$ cat src/rtl/carry_norm_if.sv
// Job-control and digit-stream handshake bundle for carry_norm_seq.
interface carry_norm_if #(
    parameter int W     = 32,
    parameter int LEN_W = 8
);
    logic             start;
    logic [LEN_W-1:0] len;
    logic             busy;
    logic             done;
    logic             err;
    logic             in_valid;
    logic             in_ready;
    logic [W-1:0]     in_coef;
    logic             out_valid;
    logic             out_ready;
    logic [3:0]       out_digit;
    logic             out_last;

    modport master (
        output start, len, in_valid, in_coef, out_ready,
        input  busy, done, err, in_ready, out_valid, out_digit, out_last
    );

    modport slave (
        input  start, len, in_valid, in_coef, out_ready,
        output busy, done, err, in_ready, out_valid, out_digit, out_last
    );
endinterface

$ cat src/rtl/carry_norm_seq.sv
// Turns convolution coefficients (LSB first) into a base-10 digit stream,
// flushing the residual carry as extra digits after the last coefficient.
//
// state | meaning
// IDLE  | waiting for start
// RUN   | one digit per accepted coefficient
// FLUSH | emitting remaining carry digits
// DONE  | waiting for the out_last digit to be taken, then pulse done
module carry_norm_seq #(
    parameter int W     = 32,
    parameter int LEN_W = 8
) (
    input  logic       clk,
    input  logic       rst,
    carry_norm_if.slave bus
);
    typedef enum logic [1:0] {IDLE, RUN, FLUSH, DONE} state_t;

    localparam logic [W:0] TEN = {{(W-3){1'b0}}, 4'd10};

    state_t           state_q;
    logic [LEN_W-1:0] len_q;
    logic [W-1:0]     carry_q;
    logic             err_q;
    logic             busy_q;
    logic             done_q;
    logic             out_valid_q;
    logic [3:0]       out_digit_q;
    logic             out_last_q;

    logic             coef_neg;
    logic [W-1:0]     coef_pos;
    logic [W:0]       sum_d;
    logic [W-1:0]     carry_d;
    logic [3:0]       digit_d;
    logic             out_free;
    logic             out_fire;
    logic             in_rdy;
    logic             in_fire;

    // Negative coefficients clamp to zero; FLUSH reuses the divider on carry alone.
    always_comb begin
        coef_neg = bus.in_coef[W-1];
        coef_pos = coef_neg ? '0 : bus.in_coef;
        sum_d    = (state_q == FLUSH) ? {1'b0, carry_q}
                                      : {1'b0, coef_pos} + {1'b0, carry_q};
        carry_d  = W'(sum_d / TEN);
        digit_d  = 4'(sum_d % TEN);
    end

    assign out_free = !out_valid_q || bus.out_ready;
    assign out_fire = out_valid_q && bus.out_ready;
    assign in_rdy   = (state_q == RUN) && out_free;
    assign in_fire  = bus.in_valid && in_rdy;

    always_ff @(posedge clk or posedge rst) begin
        if (rst) begin
            state_q     <= IDLE;
            len_q       <= '0;
            carry_q     <= '0;
            err_q       <= 1'b0;
            busy_q      <= 1'b0;
            done_q      <= 1'b0;
            out_valid_q <= 1'b0;
            out_digit_q <= 4'd0;
            out_last_q  <= 1'b0;
        end else begin
            done_q <= 1'b0;
            if (out_fire) out_valid_q <= 1'b0;
            case (state_q)
                IDLE: begin
                    if (bus.start) begin
                        len_q   <= bus.len;
                        carry_q <= '0;
                        err_q   <= 1'b0;
                        busy_q  <= 1'b1;
                        if (bus.len == '0) begin
                            out_valid_q <= 1'b1;
                            out_digit_q <= 4'd0;
                            out_last_q  <= 1'b1;
                            state_q     <= DONE;
                        end else begin
                            state_q <= RUN;
                        end
                    end
                end
                RUN: begin
                    if (in_fire) begin
                        out_valid_q <= 1'b1;
                        out_digit_q <= digit_d;
                        carry_q     <= carry_d;
                        len_q       <= len_q - LEN_W'(1);
                        out_last_q  <= 1'b0;
                        if (coef_neg) err_q <= 1'b1;
                        if (len_q == LEN_W'(1)) begin
                            if (carry_d == '0) begin
                                out_last_q <= 1'b1;
                                state_q    <= DONE;
                            end else begin
                                state_q <= FLUSH;
                            end
                        end
                    end
                end
                FLUSH: begin
                    if (out_free) begin
                        out_valid_q <= 1'b1;
                        out_digit_q <= digit_d;
                        carry_q     <= carry_d;
                        out_last_q  <= (carry_d == '0);
                        if (carry_d == '0) state_q <= DONE;
                    end
                end
                DONE: begin
                    if (out_fire && out_last_q) begin
                        done_q     <= 1'b1;
                        busy_q     <= 1'b0;
                        out_last_q <= 1'b0;
                        state_q    <= IDLE;
                    end
                end
                default: state_q <= IDLE;
            endcase
        end
    end

    assign bus.busy      = busy_q;
    assign bus.done      = done_q;
    assign bus.err       = err_q;
    assign bus.in_ready  = in_rdy;
    assign bus.out_valid = out_valid_q;
    assign bus.out_digit = out_digit_q;
    assign bus.out_last  = out_last_q;
endmodule

$ cat src/flat_wrapper.sv
// flat-port wrapper written by rule: the top's interface ports become plain ports
module carry_norm_seq_flat 
#(
    parameter int W     = 32,
    parameter int LEN_W = 8
)
  (clk, rst, bus_start, bus_len, bus_in_valid, bus_in_coef, bus_out_ready, bus_busy, bus_done, bus_err, bus_in_ready, bus_out_valid, bus_out_digit, bus_out_last);
  carry_norm_if #(.W(W), .LEN_W(LEN_W)) bus_i ();
  input  logic clk;
  input  logic rst;
  input wire logic [$bits(bus_i.start)-1:0] bus_start;
  input wire logic [$bits(bus_i.len)-1:0] bus_len;
  input wire logic [$bits(bus_i.in_valid)-1:0] bus_in_valid;
  input wire logic [$bits(bus_i.in_coef)-1:0] bus_in_coef;
  input wire logic [$bits(bus_i.out_ready)-1:0] bus_out_ready;
  output wire logic [$bits(bus_i.busy)-1:0] bus_busy;
  output wire logic [$bits(bus_i.done)-1:0] bus_done;
  output wire logic [$bits(bus_i.err)-1:0] bus_err;
  output wire logic [$bits(bus_i.in_ready)-1:0] bus_in_ready;
  output wire logic [$bits(bus_i.out_valid)-1:0] bus_out_valid;
  output wire logic [$bits(bus_i.out_digit)-1:0] bus_out_digit;
  output wire logic [$bits(bus_i.out_last)-1:0] bus_out_last;
  assign bus_i.start = bus_start;
  assign bus_i.len = bus_len;
  assign bus_i.in_valid = bus_in_valid;
  assign bus_i.in_coef = bus_in_coef;
  assign bus_i.out_ready = bus_out_ready;
  assign bus_busy = bus_i.busy;
  assign bus_done = bus_i.done;
  assign bus_err = bus_i.err;
  assign bus_in_ready = bus_i.in_ready;
  assign bus_out_valid = bus_i.out_valid;
  assign bus_out_digit = bus_i.out_digit;
  assign bus_out_last = bus_i.out_last;
  carry_norm_seq #(.W(W), .LEN_W(LEN_W)) u_core (.clk(clk), .rst(rst), .bus(bus_i));
endmodule
$ cat config.mk
export PLATFORM = sky130hd
export DESIGN_NAME = carry_norm_seq_flat
export DESIGN_NICKNAME = d
export VERILOG_FILES = /design/src/rtl/carry_norm_if.sv /design/src/rtl/carry_norm_seq.sv /design/src/flat_wrapper.sv
export SDC_FILE = /design/constraint.sdc
export NUM_CORES = 1
export LEC_CHECK = 0
export CAP_MARGIN = 15
export CORE_ASPECT_RATIO = 1.75
export CORE_MARGIN = 4
export CORE_UTILIZATION = 40
export CTS_CLUSTER_DIAMETER = 60
export DETAILED_ROUTE_END_ITERATION = 16
export PLACE_DENSITY = 0.64
export SLEW_MARGIN = 0
export SYNTH_ARGS = -nofsm -noshare
export SYNTH_HDL_FRONTEND = slang
export SYNTH_SLANG_ARGS = --single-unit
$ cat constraint.sdc
create_clock -name clk -period 13.89 [get_ports clk]
set_input_delay 2.778 -clock clk [delete_from_list [all_inputs] [get_ports clk]]
set_output_delay 2.778 -clock clk [all_outputs]
set_load 0.01 [all_outputs]
After elaboration in Yosys (flattened, before gate mapping)
Index checks and enable logic that the tools add are counted.
{ "op_classes": {"bitwise_logic": 0, "muxes": 45, "eq_ne": 12, "n_reduce_logical": 19, "shift": 0, "n_div": 2, "magnitude_cmp": 0, "mul": 0, "addsub": 2} }
{ "ops": {"columns": ["operator", "count"], "rows": [
  ["32-bit two-way mux", 3],
  ["32-bit one-hot mux with 3 select lines", 1],
  ["32-bit by 32-bit adder with 33-bit output", 1],
  ["33-bit by 4-bit divider with 33-bit output (second input constant)", 1],
  ["33-bit by 4-bit modulo with 33-bit output (second input constant)", 1],
  ["33-bit two-way mux", 1],
  ["32-bit zero test", 1],
  ["31-bit two-way mux", 1],
  ["1-bit two-way mux", 19],
  ["4-bit two-way mux", 4],
  ["8-bit two-way mux", 2],
  ["8-bit one-hot mux with 2 select lines", 1],
  ["2-bit two-way mux", 7],
  ["4-bit one-hot mux with 3 select lines", 1],
  ["5-bit AND reduction", 2],
  ["8-bit by 1-bit equality test with 1-bit output (second input constant)", 1],
  ["8-bit zero test", 1],
  ["2-bit by 1-bit != test with 1-bit output (second input constant)", 4],
  ["2-bit != test (second input constant)", 4],
  ["2-bit one-hot mux with 4 select lines", 1],
  ["4-bit AND reduction", 2],
  ["8-bit by 1-bit subtractor with 8-bit output (second input constant)", 1],
  ["3-bit AND reduction", 2],
  ["6-bit AND reduction", 1],
  ["other kinds (11)", 17]
]} }
{ "totals": {"latchBits": 0, "romBits": 0, "register_bits": 51, "ramBits": 0, "output_inout_bits": 10, "in_bits": 45, "word_cells": 89, "mem_count": 0} }

Longest topological paths before layout
{ "logic_depth": {"ltp_word": 9, "ltp_mapped": 58, "depth_no_buf": 48} }

Worst setup path before layout
Ideal clock, no wire load.
{ "synth_path": {"path_kind": "input to register", "from": "input port bus_in_coef[31]", "to": "register u_core.state_q[1]", "path_slack_ns": -0.742, "stages": 51, "required_ns": 13.762, "t_arrival_ns": 14.505, "path_buffers": 4, "setup_ns": 0.128, "path_cell_list": "clkbuf_1 > nor2b_1 > ha_1 > fa_1 > a21oi_1 > o2111a_1 > nor3_1 > o211a_1 > nor4_1 > or3_1 > clkbuf_1 > nand3_1 > a31oi_2 > o2bb2ai_2 > a2bb2oi_2 > nor2_1 > or4_1 > buf_2 > (+15 left out) > a2111oi_2 > a211oi_2 > and3_1 > buf_6 > a31o_2 > a221oi_4 > o221a_2 > a211oi_1 > a31oi_4 > nor3_2 > a311oi_1 > o22ai_1 > ha_1 > a21oi_1 > nand2_1 > a21o_2 > a21oi_1 > mux2_1"} }
{ "synth_via": {"elab_chain_cells": 7} }
{ "synth_lines": {"columns": ["item", "line_no", "text"], "rows": [
  ["start: declaration", "flat_wrapper.sv:14", "input wire logic [$bits(bus_i.in_coef)-1:0] bus_in_coef;"],
  ["31-bit two-way mux", "carry_norm_seq.sv:44", "coef_pos = coef_neg ? '0 : bus.in_coef;"],
  ["32-bit by 32-bit adder with 33-bit output", "carry_norm_seq.sv:46", ": {1'b0, coef_pos} + {1'b0, carry_q};"],
  ["33-bit two-way mux", "carry_norm_seq.sv:45", "sum_d = (state_q == FLUSH) ? {1'b0, carry_q}"],
  ["33-bit by 4-bit divider with 33-bit output", "carry_norm_seq.sv:47", "carry_d = W'(sum_d / TEN);"],
  ["32-bit zero test", "carry_norm_seq.sv:111", "if (carry_d == '0) state_q <= DONE;"],
  ["2-bit != test (no line)", null, null],
  ["6-bit AND reduction (no line)", null, null],
  ["end signal: assignment", "carry_norm_seq.sv:58", "state_q <= IDLE;"],
  ["end signal: assignment", "carry_norm_seq.sv:111", null],
  ["end signal: assignment", "carry_norm_seq.sv:119", "state_q <= IDLE;"],
  ["end: declaration", "carry_norm_seq.sv:21", "state_t state_q;"]
]} }
No other way between the ends.
A chain may end at the register's enable or synchronous reset.

Worst setup path after layout
{ "layout_path": {"from": "input port bus_in_coef[31]", "to": "register u_core.state_q[0]"} }
{ "layout_via": {"elab_chain_cells": 9, "elab_cells_between_ends": 11, "classes_between": "1 x add/sub; 1 x div; 1 x eq/ne; 6 x mux; 2 x reduce/logical"} }
{ "layout_lines": {"columns": ["item", "line_no", "text"], "rows": [
  ["31-bit two-way mux (*)", "carry_norm_seq.sv:44", null],
  ["32-bit by 32-bit adder with 33-bit output (*)", "carry_norm_seq.sv:46", null],
  ["33-bit two-way mux (*)", "carry_norm_seq.sv:45", null],
  ["33-bit by 4-bit divider with 33-bit output (*)", "carry_norm_seq.sv:47", null],
  ["32-bit zero test (*)", "carry_norm_seq.sv:96, carry_norm_seq.sv:111", null],
  ["1-bit two-way mux", "carry_norm_seq.sv:96", "if (carry_d == '0) begin"],
  ["2-bit two-way mux", "carry_norm_seq.sv:95", "if (len_q == LEN_W'(1)) begin"],
  ["2-bit two-way mux", "carry_norm_seq.sv:88", "if (in_fire) begin"],
  ["2-bit one-hot mux with 4 select lines", "carry_norm_seq.sv:70", "case (state_q)"],
  ["end signal: assignment", "carry_norm_seq.sv:81", "state_q <= DONE;"],
  ["end signal: assignment", "carry_norm_seq.sv:98", "state_q <= DONE;"],
  ["end signal: assignment", "carry_norm_seq.sv:100", "state_q <= FLUSH;"]
]} }
Mark *: on every way between the ends. The rest lies on a longest branch, timed or not. The select of a mux whose other input is x is not followed.

==> results.txt <==
The normalized max-slew margin is 29.2%. The measured slew at the worst slew-check pin is 1.06 ns. For this run, global-route usage on met3 was measured as 2.96%.

The number of library cell types mapped by synthesis came out at between 100 and 150. The post-synth design cell area is 9130 um^2. The HPWL reported at the end of detailed placement came out at 28600 um. After layout, the worst path uses 109% of the clock period. The number of buffer cells added on primary ports came out at 54. The weighted congestion at the end of routability-driven global placement is 0.972. Among the stages of the critical path, the cell type that occurs most often is sky130_fd_sc_hd__buf_4. The via count of the routed design is approximately 13000.

The clock latency reported for the late side of the worst-skew pair came out at 0.32 ns. The number of global-route vias before repair is 12500. The warning count from the yosys run is 0. The starting density of the core came out at 40.9%.

The final reports fail on negative setup slack. The antenna diode count came out at 0. The kind of start point of the critical path is an input pin. The endpoint arrival time on the critical path is 15.34 ns. Setup repair after global routing could not meet its margin everywhere.

The share of post-route cells with drive strength above 1 came out at 47.4%. Synthesis produced a netlist whose cell count is around 1300. The number of cells traversed by the worst register-to-register path is 62. The TritonCTS buffer count is 5. The tree is rooted in a sky130_fd_sc_hd__clkbuf_16. The total wire length after detailed routing is just over 40000 um. After layout, the minimum clock period comes to 15.10 ns. The post-cts hold buffer count is 0. In this run the count of I/O pins placed on the die edge is 55. The destination of the critical timing path is u_core.state_q[0]. The number of synthesized register bits came out at 48.

The number of H-tree branching levels is 2. The max-cap violation count is 0. The initial antenna violation count is 0. The number of nets in the synthesized netlist is 1341.

The violation count after the first detailed-route iteration is 767. The main flop type after synthesis is sky130_fd_sc_hd__dfrtp_1. The overall die width is ~120 um. In the final timing run, aggregate negative setup slack is -8.59 ns.

In the synthesized netlist the async set-or-reset flop fraction comes to 100%. The number of hold violations in the final report came out at 0. After detailed routing, the number of remaining DRC violations is 0.

The min-delay analysis places its worst path in the category reg2reg. STA puts the critical path data required time at 14.13 ns. The final count of pins violating max slew is 0. Compared with the post-synthesis result, the final layout area differs by 71.1%.

Of the synthesized area, sequential elements account for 13.2%. By startpoint and endpoint, the worst setup path is classified as in2reg. The worst hold margin came out at between 0.4 and 0.5 ns. Entering global routing, the biggest net connects 49 pins.

The startpoint of the worst register-to-register path is u_core.carry_q[27]. The mean instance size in the synthesized netlist is 7.26 um^2. Global routing used ~30% of the available tracks. In this run the worst setup path begins at bus_in_coef[31]. The category of the worst setup path capture point is a flop. The run finished, with violations left. The flop-to-flop setup slack came out at around 1.3 ns. The maximum fanout along the worst path came out at 6. The worst register-to-register path ends at u_core.state_q[0]. The peak per-stage delay on the critical path is 0.55 ns. The synthesized design contains 0 enable-type register cells. The remaining antenna violation count after routing is 0. In the global route stage, met2 resource usage came out at 57.9%. For the final database, setup skew stands at around 0.010 ns.

Before antenna repair, the detailed router went through 6 iterations. Row generation in the floorplan step produced 72 rows. In the final routed layout, each cell accounts on average for 20.5 um. Global routing finished with a remaining overflow of 0. The worst-case setup margin in the final layout came out at -1.21 ns. Counting along the longest clock path gives a buffer depth of 2.

The die covers between 20000 and 30000 um^2. The first-pass GRT wire length came out at 61600 um. The total clock sinks is 48. The most congested layer reported by global routing is met2. After filler insertion, the fill cell instance count of the layout stands at 1759.

The register clock-pin slew on the reported worst setup and hold paths is 0.07 ns. TritonCTS built the clock tree. The height of the die came out at roughly 210 um. Among all stages on the critical path, the largest delay is contributed by sky130_fd_sc_hd__or4_4. The highest clock rate is 66.2 MHz. The final net count came out at ~1800. The region available for standard cell placement spans between 20000 and 25000 um^2. The routing usage on met1 is between 20 and 30%.

The number of setup violations in the final report came out at 10. Dividing the detail-routed via count by the number of cells gives 6.29.
state kept, by name, summed over array words and instances (netlist names):
signal / cells
u_core.state_q: 2
u_core.bus.done: 1
u_core.bus.busy: 1
u_core.len_q: 8
u_core.bus.out_last: 1
u_core.bus.err: 1
u_core.carry_q: 29
u_core.bus.out_digit: 4
u_core.bus.out_valid: 1
critical path: cells and delay by family:
kind            cells  cell delay [ns]
mux                 1             0.32
simple gates       13             2.71
buf+inv            18             2.80
compound gates     29             6.02
xor+xnor            1             0.12
fa+ha+maj           2             0.53
area by class of cell:
cell class	instances	area, um^2	area share, %
clock buffer	7	143	0.913
multi-input combinational	1127	9530	61.0
inverter	19	71.3	0.456
tap	296	370	2.37
clock inverter	1	7.51	0.0480
sequential	48	1200	7.69
timing repair buffer	514	4300	27.5
worst min-delay path by stage:
stage,start,endpoint,slack (ns),depth (start not counted)
3_3_place_gp,u_core.bus.out_digit[1],u_core.bus.out_digit[1],0.47,2
3_5_place_dp,u_core.bus.out_digit[1],u_core.bus.out_digit[1],0.47,2
6_report,u_core.bus.out_digit[1],u_core.bus.out_digit[1],0.49,2
2_1_floorplan,u_core.carry_q[9],u_core.carry_q[9],0.48,1
5_1_grt,u_core.bus.out_digit[1],u_core.bus.out_digit[1],0.55,2
4_1_cts,u_core.bus.out_digit[1],u_core.bus.out_digit[1],0.49,2
cells in the final DEF (no fill, tap or decap), drive strengths merged, types with 9 or more instances in the layout:
cell	n
mux2i	22
a21oi	112
o21a	12
mux2	12
nand3	44
inv	19
a22o	15
dlygate4sd2	11
o22ai	19
or2	12
nor3	48
xor2	12
o21ai	92
buf	462
or3	11
a211oi	17
xnor2	21
and2	16
nor4	26
o31ai	17
clkdlybuf4s50	36
o31a	10
nand4	20
a21o	37
a2111oi	9
o211ai	30
ha	37
nand2	149
dfrtp	48
nor2b	33
and3	9
nor2	110
a31oi	21
what timing repair did:
action,in CTS,in global routing
setup endpoints to repair,11,11
cloned,2,0
buffers inserted,56,51
pin swaps,92,129
resized for setup,217,157
through the flow:
stage          instances  setup slack [ns]  instance area [um^2]  util (%)
6_report            2012             -1.21                 15600      69.9
5_1_grt             2012             -1.98                 15600      69.9
4_1_cts             1961            -0.524                 14400      64.6
3_5_place_dp        1895             -1.91                 12800      57.4
3_3_place_gp        1895             -1.77                 12800      57.4
2_1_floorplan       1258            -0.269                  9580         -
layer usage:
layer	routed length, um	share of wire [%]
met1	14000	34
met4	2870	6.9
met2	22500	54
met3	1950	4.7
met5	0	0
synthesized netlist by cell type (8+ instances only):
library cell	count	area share [%]
sky130_fd_sc_hd__a211oi_1	12	0.99
sky130_fd_sc_hd__a21o_1	36	3.0
sky130_fd_sc_hd__a21oi_1	106	5.8
sky130_fd_sc_hd__a22o_1	15	1.4
sky130_fd_sc_hd__a31oi_1	19	1.3
sky130_fd_sc_hd__and2_1	13	0.89
sky130_fd_sc_hd__and3_1	8	0.55
sky130_fd_sc_hd__buf_2	18	0.99
sky130_fd_sc_hd__clkbuf_1	38	1.6
sky130_fd_sc_hd__dfrtp_1	48	13
sky130_fd_sc_hd__ha_1	37	5.1
sky130_fd_sc_hd__inv_1	19	0.78
sky130_fd_sc_hd__mux2_2	10	1.2
sky130_fd_sc_hd__mux2i_1	20	2.2
sky130_fd_sc_hd__nand2_1	147	6.0
sky130_fd_sc_hd__nand3_1	42	2.3
sky130_fd_sc_hd__nand4_1	20	1.4
sky130_fd_sc_hd__nor2_1	105	4.3
sky130_fd_sc_hd__nor2b_1	33	2.3
sky130_fd_sc_hd__nor3_1	39	2.1
sky130_fd_sc_hd__nor3_2	9	0.99
sky130_fd_sc_hd__nor4_1	23	1.6
sky130_fd_sc_hd__o211ai_1	26	2.1
sky130_fd_sc_hd__o21a_1	12	0.99
sky130_fd_sc_hd__o21ai_0	65	3.6
sky130_fd_sc_hd__o21ai_1	24	1.3
sky130_fd_sc_hd__o22ai_1	18	1.2
sky130_fd_sc_hd__o31a_1	10	0.96
sky130_fd_sc_hd__o31ai_1	16	1.3
sky130_fd_sc_hd__or3_1	9	0.62
sky130_fd_sc_hd__xnor2_1	21	2.0
sky130_fd_sc_hd__xor2_1	12	1.2
kinds of logic (layout without fill, tap and decap cells):
logic type / after synthesis / after routing / share of synthesized area (%)
and+or+nand+nor: 510 / 510 / 28.9
muxes: 34 / 34 / 3.97
AOI/OAI and AO/OA: 510 / 510 / 41.3
buffers and inverters: 83 / 541 / 3.90
xor gates and xnor gates: 34 / 34 / 3.41
DFF: 48 / 48 / 13.2
adders and majority gates: 39 / 39 / 5.40
Power is left out: the tool's default activity adds up to more than one toggle a clock period on the data nets, which glitch-free logic cannot reach.
